`config.mk`:
```
export PLATFORM = sky130hd
export DESIGN_NAME = msx_sdram_sequencer
export DESIGN_NICKNAME = d
export VERILOG_FILES = /design/src/rtl/msx_sdram_pkg.sv /design/src/rtl/msx_sdram_wbuf.sv /design/src/rtl/msx_sdram_sequencer.sv
export SDC_FILE = /design/constraint.sdc
export NUM_CORES = 1
export LEC_CHECK = 0
export BUFFER_PORTS_ARGS = -buffer_cell sky130_fd_sc_hd__buf_4
export CAP_MARGIN = 20
export CORE_AREA = 2 2 133 135
export CTS_BUF_LIST = sky130_fd_sc_hd__clkbuf_4
export CTS_CLUSTER_SIZE = 14
export DETAILED_ROUTE_END_ITERATION = 10
export DIE_AREA = 0 0 135 137
export GPL_ROUTABILITY_DRIVEN = 1
export PLACE_DENSITY = 0.78
export SLEW_MARGIN = 10
export SYNTH_ARGS = -nofsm -noshare
export SYNTH_HDL_FRONTEND = slang
export SYNTH_SLANG_ARGS = --single-unit
```
`constraint.sdc`:
```
create_clock -name clk_sys -period 3.4 [get_ports clk_sys]
set_input_delay 0.68 -clock clk_sys [delete_from_list [all_inputs] [get_ports clk_sys]]
set_output_delay 0.68 -clock clk_sys [all_outputs]
set_load 0.02 [all_outputs]
```
`src/rtl/msx_sdram_pkg.sv`:
```
// Shared types for the MSX SDRAM request sequencer and its posted-write buffer.
package msx_sdram_pkg;
    localparam int SD_ADDR_W = 27;

    typedef enum logic [2:0] {
        IDLE,
        WR_STALL,
        RD_DRAIN,
        RD_ISSUE,
        RD_DONE
    } seq_state_t;

    typedef struct packed {
        logic [SD_ADDR_W-1:0] addr;
        logic [7:0]           data;
    } wbuf_entry_t;
endpackage

```
`src/rtl/msx_sdram_wbuf.sv`:
```
// Posted-write FIFO; also compares the newest entry's address so reads can forward.
module msx_sdram_wbuf
    import msx_sdram_pkg::*;
#(
    parameter int DEPTH = 2
) (
    input  logic                 clk,
    input  logic                 reset,
    input  logic                 push,
    input  logic                 pop,
    input  wbuf_entry_t          din,
    input  logic [SD_ADDR_W-1:0] cmp_addr,
    output logic                 full,
    output logic                 empty,
    output wbuf_entry_t          head,
    output logic                 hit,
    output logic [7:0]           hit_data
);
    localparam int PW = $clog2(DEPTH);

    wbuf_entry_t     mem [DEPTH];
    logic [PW-1:0]   wr_ptr;
    logic [PW-1:0]   rd_ptr;
    logic [PW-1:0]   last_ptr;
    logic [PW:0]     count;

    always_ff @(posedge clk) begin
        if (reset) begin
            wr_ptr <= '0;
            rd_ptr <= '0;
            count  <= '0;
        end else begin
            if (push) wr_ptr <= wr_ptr + 1'b1;
            if (pop)  rd_ptr <= rd_ptr + 1'b1;
            case ({push, pop})
                2'b10:   count <= count + 1'b1;
                2'b01:   count <= count - 1'b1;
                default: count <= count;
            endcase
        end
    end

    // Storage needs no reset: validity is carried entirely by count.
    always_ff @(posedge clk) begin
        if (push) mem[wr_ptr] <= din;
    end

    assign last_ptr = wr_ptr - 1'b1;
    assign full     = (count == (PW+1)'(DEPTH));
    assign empty    = (count == '0);
    assign head     = mem[rd_ptr];
    assign hit      = !empty && (mem[last_ptr].addr == cmp_addr);
    assign hit_data = mem[last_ptr].data;
endmodule

```
`src/rtl/msx_sdram_sequencer.sv`:
```
// Turns msx_slots level-style RAM cycles into single req/ack SDRAM transactions,
// posting writes, stalling reads, forwarding buffered data and aborting on timeout.
module msx_sdram_sequencer
    import msx_sdram_pkg::*;
#(
    parameter int ADDR_W     = SD_ADDR_W,
    parameter int WBUF_DEPTH = 2,
    parameter int TIMEOUT    = 64
) (
    input  logic              clk_sys,
    input  logic              reset,
    input  logic              cpu_req,
    input  logic              sdram_ce,
    input  logic              ram_rnw,
    input  logic [ADDR_W-1:0] ram_addr,
    input  logic [7:0]        ram_din,
    output logic [7:0]        ram_dout,
    output logic              cpu_wait,
    output logic              sd_req,
    output logic              sd_we,
    output logic [ADDR_W-1:0] sd_addr,
    output logic [7:0]        sd_din,
    input  logic              sd_ack,
    input  logic [7:0]        sd_dout,
    output logic              timeout_err
);
    localparam int TW = $clog2(TIMEOUT + 1);

    seq_state_t  state, state_nxt;
    wbuf_entry_t pend, cpu_entry, push_entry, head;
    logic        push, pop, full, empty, hit, fwd;
    logic [7:0]  hit_data;
    logic [TW-1:0] tmo;
    logic        accept, ack_v, tmo_hit, done, rd_done, rd_issue, wr_issue;

    assign cpu_entry = '{addr: SD_ADDR_W'(ram_addr), data: ram_din};
    assign accept    = (state == IDLE) && cpu_req && sdram_ce;
    assign ack_v     = sd_req && sd_ack;
    assign tmo_hit   = sd_req && !sd_ack && (tmo == TW'(TIMEOUT - 1));
    assign done      = ack_v || tmo_hit;
    assign pop       = done && sd_we;
    assign rd_done   = done && !sd_we && (state == RD_ISSUE);
    assign rd_issue  = (state == RD_DRAIN) && empty && !sd_req;
    // Buffered writes go out whenever the bus is free, except while a read owns it.
    assign wr_issue  = !sd_req && !empty && (state != RD_ISSUE);
    assign cpu_wait  = (state == WR_STALL) || (state == RD_DRAIN) || (state == RD_ISSUE);

    msx_sdram_wbuf #(.DEPTH(WBUF_DEPTH)) u_wbuf (
        .clk      (clk_sys),
        .reset    (reset),
        .push     (push),
        .pop      (pop),
        .din      (push_entry),
        .cmp_addr (SD_ADDR_W'(ram_addr)),
        .full     (full),
        .empty    (empty),
        .head     (head),
        .hit      (hit),
        .hit_data (hit_data)
    );

    always_ff @(posedge clk_sys) begin
        if (reset) state <= IDLE;
        else       state <= state_nxt;
    end

    always_comb begin
        state_nxt  = state;
        push       = 1'b0;
        fwd        = 1'b0;
        push_entry = cpu_entry;
        case (state)
            IDLE: if (accept) begin
                if (!ram_rnw) begin
                    // A slot freed by this cycle's pop is usable immediately.
                    if (!full || pop) push = 1'b1;
                    else              state_nxt = WR_STALL;
                end else if (hit) begin
                    fwd = 1'b1;
                end else begin
                    state_nxt = RD_DRAIN;
                end
            end
            WR_STALL: begin
                push_entry = pend;
                if (!full || pop) begin
                    push      = 1'b1;
                    state_nxt = IDLE;
                end
            end
            RD_DRAIN: if (rd_issue) state_nxt = RD_ISSUE;
            RD_ISSUE: if (rd_done)  state_nxt = RD_DONE;
            RD_DONE:  state_nxt = IDLE;
            default:  state_nxt = IDLE;
        endcase
    end

    always_ff @(posedge clk_sys) begin
        if (reset) begin
            sd_req      <= 1'b0;
            sd_we       <= 1'b0;
            sd_addr     <= '0;
            sd_din      <= '0;
            tmo         <= '0;
            timeout_err <= 1'b0;
            ram_dout    <= 8'hFF;
            pend        <= '0;
        end else begin
            if (accept) pend <= cpu_entry;

            if (done) begin
                sd_req <= 1'b0;
                tmo    <= '0;
                if (tmo_hit) timeout_err <= 1'b1;
            end else if (sd_req) begin
                tmo <= tmo + 1'b1;
            end else if (rd_issue) begin
                sd_req  <= 1'b1;
                sd_we   <= 1'b0;
                sd_addr <= ADDR_W'(pend.addr);
                sd_din  <= pend.data;
            end else if (wr_issue) begin
                sd_req  <= 1'b1;
                sd_we   <= 1'b1;
                sd_addr <= ADDR_W'(head.addr);
                sd_din  <= head.data;
            end

            if (rd_done)  ram_dout <= ack_v ? sd_dout : 8'hFF;
            else if (fwd) ram_dout <= hit_data;
        end
    end
endmodule

```
# After elaboration in Yosys (flattened, before gate mapping)
# Memories as Yosys holds them, arrays and structs flattened. A register that Yosys moved wholly into a read port is not among the register bits.
# Index checks and enable logic that the tools add are counted.
# W data, S select, Z words.
# totals
regBits	95
ramBits	70
input_bits	49
output_inout_bits	47
word_cells	102
mem_count	1
# op_classes
n_addsub	6
n_eq_ne	15
muxes	34
bitwise_logic	2
reduce_logical	31
# memory_table
name	words	word_bits	read_ports	rd_clocked_by_memory_dff	wr	line_no	rtl
u_wbuf.mem	2	35	2	1	1	msx_sdram_wbuf.sv:21	wbuf_entry_t mem [DEPTH];
# ops
operator	count
$mux W27	2
$mux W8	5
$mux W35	1
$eq A27 B27 Y1	1
$mux W3	7
$mux W1	16
$logic_and A1 B1 Y1	13
$pmux W3 S4	1
$add A7 B1 Y7 const B	1
$eq A7 B6 Y1 const B	1
$eq A3 B2 Y1 const B	2
$ne A2 B2 Y1 const B	3
$ne A3 B3 Y1 const B	2
$reduce_and A6 Y1	1
$reduce_bool A2 Y1	3
$logic_not A1 Y1	5
$eq A2 B2 Y1 const B	2
$logic_or A1 B1 Y1	4
$pmux W2 S2	1
$eq A3 B1 Y1 const B	1
$logic_not A3 Y1	1
$ne A3 B2 Y1 const B	1
$reduce_and A3 Y1	1
$add A1 B1 Y1 const B	2
10 further kinds	11

# Depth between registers and ports, before layout
# depth
depth_word	12
mapped_depth	11
mapped_depth_nobuf	10

# By module
# A second synthesis with hierarchy kept.
# hier_totals
hier_cells	690
area_unflattened_um2	7694.9
# modules_own_cells
mod	n_inst	cells_each	area_each_um2	seq_area_each_um2
msx_sdram_sequencer	1	484	4292.9	1821.7
msx_sdram_wbuf	1	206	3402.0	2202.1

# Worst setup path before layout
# Ideal clock, no wire load.
# synth_timing
path_kind	register to register
start	register state[0]
end	memory u_wbuf.mem[0][0] (netlist bit) (enable)
setup_ns	0.427
arrival_time_ns	3.027
required_ns	2.973
slack_ns	-0.054
stages_incl_launch_ff	9
path_buffers	3
synth_period_minus_slack_ns	3.454
path_cell_list	dfxtp_1 buf_2 or2_1 clkbuf_1 or3_1 clkbuf_1 nor2_1 o22ai_1 nor2_1
# synth_between
elab_chain_len	7
elab_cells_between_ends	8
classes_between	eq/ne: 1; mux: 4; reduce/logical: 3
# synth_lines
item	line_no	rtl
start: declaration	msx_sdram_sequencer.sv:29	seq_state_t state, state_nxt;
start signal: assignment	msx_sdram_sequencer.sv:64	else state <= state_nxt;
$logic_not A3 Y1	msx_sdram_sequencer.sv:37, msx_sdram_sequencer.sv:72	
$logic_and A1 B1 Y1 (2 in a row)	msx_sdram_sequencer.sv:37	assign accept = (state == IDLE) && cpu_req && sdram_ce;
$mux W1	msx_sdram_sequencer.sv:73	IDLE: if (accept) begin
$pmux W1 S2 (*)	msx_sdram_sequencer.sv:72	case (state)
$mux W1 (*)	msx_sdram_wbuf.sv:45	if (push) mem[wr_ptr] <= din;
$mux W1 (not written as such) (*)	msx_sdram_wbuf.sv:45	
end: declaration	msx_sdram_wbuf.sv:21	
# Every way passes the cells marked *; elsewhere a longest branch is shown, timed or not.

# Worst setup path in the final report
# layout_timing
start	register u_wbuf.wr_ptr
end	register ram_dout[2]
# layout_between
elab_chain_len	9
elab_cells_between_ends	11
classes_between	add/sub: 1; eq/ne: 1; mux: 6; reduce/logical: 2; memory: 1
# layout_lines
item	line_no	rtl
start: declaration	msx_sdram_wbuf.sv:22	logic [PW-1:0] wr_ptr;
start signal: assignment	msx_sdram_wbuf.sv:33	if (push) wr_ptr <= wr_ptr + 1'b1;
$sub A1 B1 Y1 (*)	msx_sdram_wbuf.sv:48	assign last_ptr = wr_ptr - 1'b1;
$mem_v2 Z2 W35 (*)	--	
$eq A27 B27 Y1	msx_sdram_wbuf.sv:52	assign hit = !empty && (mem[last_ptr].addr == cmp_addr);
$logic_and A1 B1 Y1	msx_sdram_wbuf.sv:52	
$mux W1	msx_sdram_sequencer.sv:78	end else if (hit) begin
$mux W1	msx_sdram_sequencer.sv:74	if (!ram_rnw) begin
$mux W1	msx_sdram_sequencer.sv:73	
$mux W1	msx_sdram_sequencer.sv:72	
$reduce_bool A2 Y1 (no source line)	--	
end signal: assignment	msx_sdram_sequencer.sv:129	if (rd_done) ram_dout <= ack_v ? sd_dout : 8'hFF;
end signal: assignment	msx_sdram_sequencer.sv:130	else if (fwd) ram_dout <= hit_data;
end: declaration	msx_sdram_sequencer.sv:17	output logic [7:0] ram_dout,
# Every way passes the cells marked *; elsewhere a longest branch is shown, timed or not. The select of a mux whose other input is x is not followed.
# A chain may end at the register's enable or synchronous reset.

==> flow_summary.json <==
{
  "grt_overflow": 0,
  "holdCritPathClass": "input pin to register",
  "grt_usage": 0.195,
  "initial_core_util": 0.441,
  "synth-xor-area-share": 0.0419,
  "drive_gt1_frac": 0.240,
  "crit_buf_inv": 1,
  "synth_top_family_by_area": "multiplexers",
  "synth-simple-area-share": 0.117,
  "netlist_area_sq_um": 7520,
  "design.final.nets": 849,
  "place_hpwl_mm": 11.6,
  "drc_errors": 0,
  "globalplace.congestion": 0.797,
  "setup_viol": 0,
  "peakVddDrop_mv": 0.264,
  "wl_per_cell_um": 17.1,
  "cpPeakStageDelay_ps": 780,
  "io_buffers": 95,
  "synth_seq_cells": 166,
  "yosys_warnings": 0,
  "cap_violations": 0,
  "grt_antenna_before_repair": 1,
  "cts_inserted_buffers": 17,
  "worst_pin_slew_ps": 926,
  "critPathSlowestCell": "or4_1",
  "cts.sinks": 166,
  "ys_async_sr_fraction": 0,
  "cts_tree": "done",
  "muxShareOfSynthArea": 0.162,
  "path_class": "register to register",
  "htreeDepth": 4,
  "ys_types": 42,
  "fillers": 1536,
  "pwr_density_cell_nw_per_um2": 610,
  "synth_edf_count": 70,
  "cts_buffer_depth": 2,
  "worstSkewPairLatency_ps": 590,
  "cts_resized": 0,
  "viasPerCell": 5.38,
  "crit_fanout": 22,
  "dr_total_vias": 5578,
  "synthAdderAreaFrac": 0.00333,
  "layout_commonest_cell": "nand2_1",
  "fin_crit_sh": 0.895,
  "setup_tns_ps": 0,
  "crit_family": "simple AND/OR/NAND/NOR gates",
  "grt_max_degree": 83,
  "antenna_left": 0,
  "rows": 48,
  "drtPass1Iterations": 5,
  "finalClockSkew_ps": 22.1,
  "area_delta_synth_final_pct": 16.3,
  "final_cells": 1037,
  "layout_common_cells": "nand2_1, buf_4, dfxtp_1, mux2i_1, a21oi_1",
  "postSynthCellCount": 720,
  "leakage_nw": 3.01,
  "grt_pass1_wl_mm": 27.7,
  "dieArea_sq_um": 18500,
  "die_height_um": 137,
  "maxSlewViolCount": 0,
  "grt_setup_unrepaired": "false",
  "ios": 96,
  "hold_viol": 0,
  "drt_iter0_drc": 402,
  "min_period_ps": 3040,
  "worst-endpoint-required_ps": 3860,
  "synth.avg_cell_area_sq_um": 10.4,
  "cts_hold_buf": 0,
  "root_buffer": "clkbuf_4",
  "ys_seq_area_frac": 0.535,
  "crit_path_frequent_cell": "mux2i_1",
  "synth_compound_area_frac": 0.109,
  "die_width_um": 135,
  "place_inst": 1004,
  "cts.reportedPaths.clkPinSlew_ps": 150,
  "crit_path_end_kind": "register",
  "cts_setup_buffers": 0,
  "critical_path.cell_chain": "buf_12 > mux2i_1 > xnor2_1 > nor4_1 > nand4_1 > or4_1 > mux2i_1",
  "cp.arrival_ps": 3500,
  "routed_wl_mm": 17.8,
  "timing.hold.ws_ps": 329,
  "status": "complete, no violations",
  "fmax_mhz": 329,
  "slew_headroom": 0.382,
  "core-area_sq_um": 17100,
  "start_kind": "register",
  "grt_pass1_vias": 5372,
  "synth_flop_cell": "dfxtp_1",
  "synth_nets": 771
}
layer usage:
layer,vias up,track usage,wire length [um]
li1,2746,-,-
met1,2657,0.245,7770
met2,160,0.329,8720
met3,15,0.0522,1050
met4,0,0.0613,242
met5,-,0,0
kinds of logic after synthesis:
logic type,Yosys count
muxes,116
buffers and inverters,55
adders and majority gates,2
xor gates and xnor gates,36
and+or+nand+nor,209
DFF,166
AOI/OAI and AO/OA,136
worst reg2reg max path, stage by stage (launching register included):
cell and delay (ps):
dfxtp_2 500, buf_12 250, mux2i_1 240, xnor2_1 120
nor4_1 600, nand4_1 240, or4_1 790, mux2i_1 210
synth_stat cells, types with 3 or more instances:
library cell	count	share of area
nand2_1	148	0.074
dfxtp_1	96	0.26
mux2i_1	73	0.097
a21oi_1	72	0.048
edfxtp_1	70	0.28
mux2_2	43	0.064
clkbuf_1	42	0.021
o211ai_1	35	0.035
xnor2_1	30	0.035
nor2_1	26	0.013
o22ai_1	17	0.014
nor3_1	6	0.0040
xor2_1	6	0.0070
buf_1	5	0.0025
nor4_1	5	0.0042
nand4_1	4	0.0033
o21ai_0	4	0.0027
or4_1	4	0.0040
inv_1	3	0.0015
or3_1	3	0.0025
per-stage QoR:
stage	setup WS, ps	instance area, sq um	total power [mW]	util
2_1_floorplan	-54.1	7520	3.71	-
3_3_place_gp	387	8490	4.27	0.498
3_5_place_dp	360	8490	4.30	0.498
4_1_cts	346	8750	5.37	0.513
5_1_grt	283	8750	5.61	0.513
6_report	358	8750	5.33	0.513
state kept, by name (all words and copies together) (netlist names), named ones only:
signal and count:
u_wbuf.mem 70, state 3, u_wbuf.count 2, u_wbuf.rd_ptr 1, tmo 7, sd_addr 27, pend 35, timeout_err 1
sd_req 1, u_wbuf.wr_ptr 1, ram_dout 8, sd_din 8, sd_we 1
report_power, final:
| part | total, mW | internal, mW | switching (mW) |
|---|---|---|---|
| Clock | 1.08 | 0.366 | 0.711 |
| Sequential | 2.60 | 2.40 | 0.199 |
| Combinational | 1.66 | 0.735 | 0.922 |
| Total | 5.33 | 3.50 | 1.83 |
final timing paths:
kind / start / endpoint / slack (ps) / depth (start not counted)
setup / recovery: u_wbuf.wr_ptr / ram_dout[2] / 360 / 7
hold / removal: ram_din[7] / pend[7] / 330 / 3
hold reg to reg: pend[9] / sd_addr[1] / 470 / 2
setup reg to reg: u_wbuf.wr_ptr / ram_dout[2] / 360 / 7
cell type report:
cell class / count / area (sq um) / area share
antenna: 1 / 2.50 / 0.000286
clock buffer: 17 / 128 / 0.0146
clock inverter: 15 / 129 / 0.0147
inverter: 3 / 11.3 / 0.00129
multi-input combinational: 499 / 3300 / 0.377
sequential: 166 / 4030 / 0.460
tap: 225 / 282 / 0.0322
timing repair buffer: 111 / 871 / 0.0995
No activity file was read; power rests on OpenSTA's default activity.
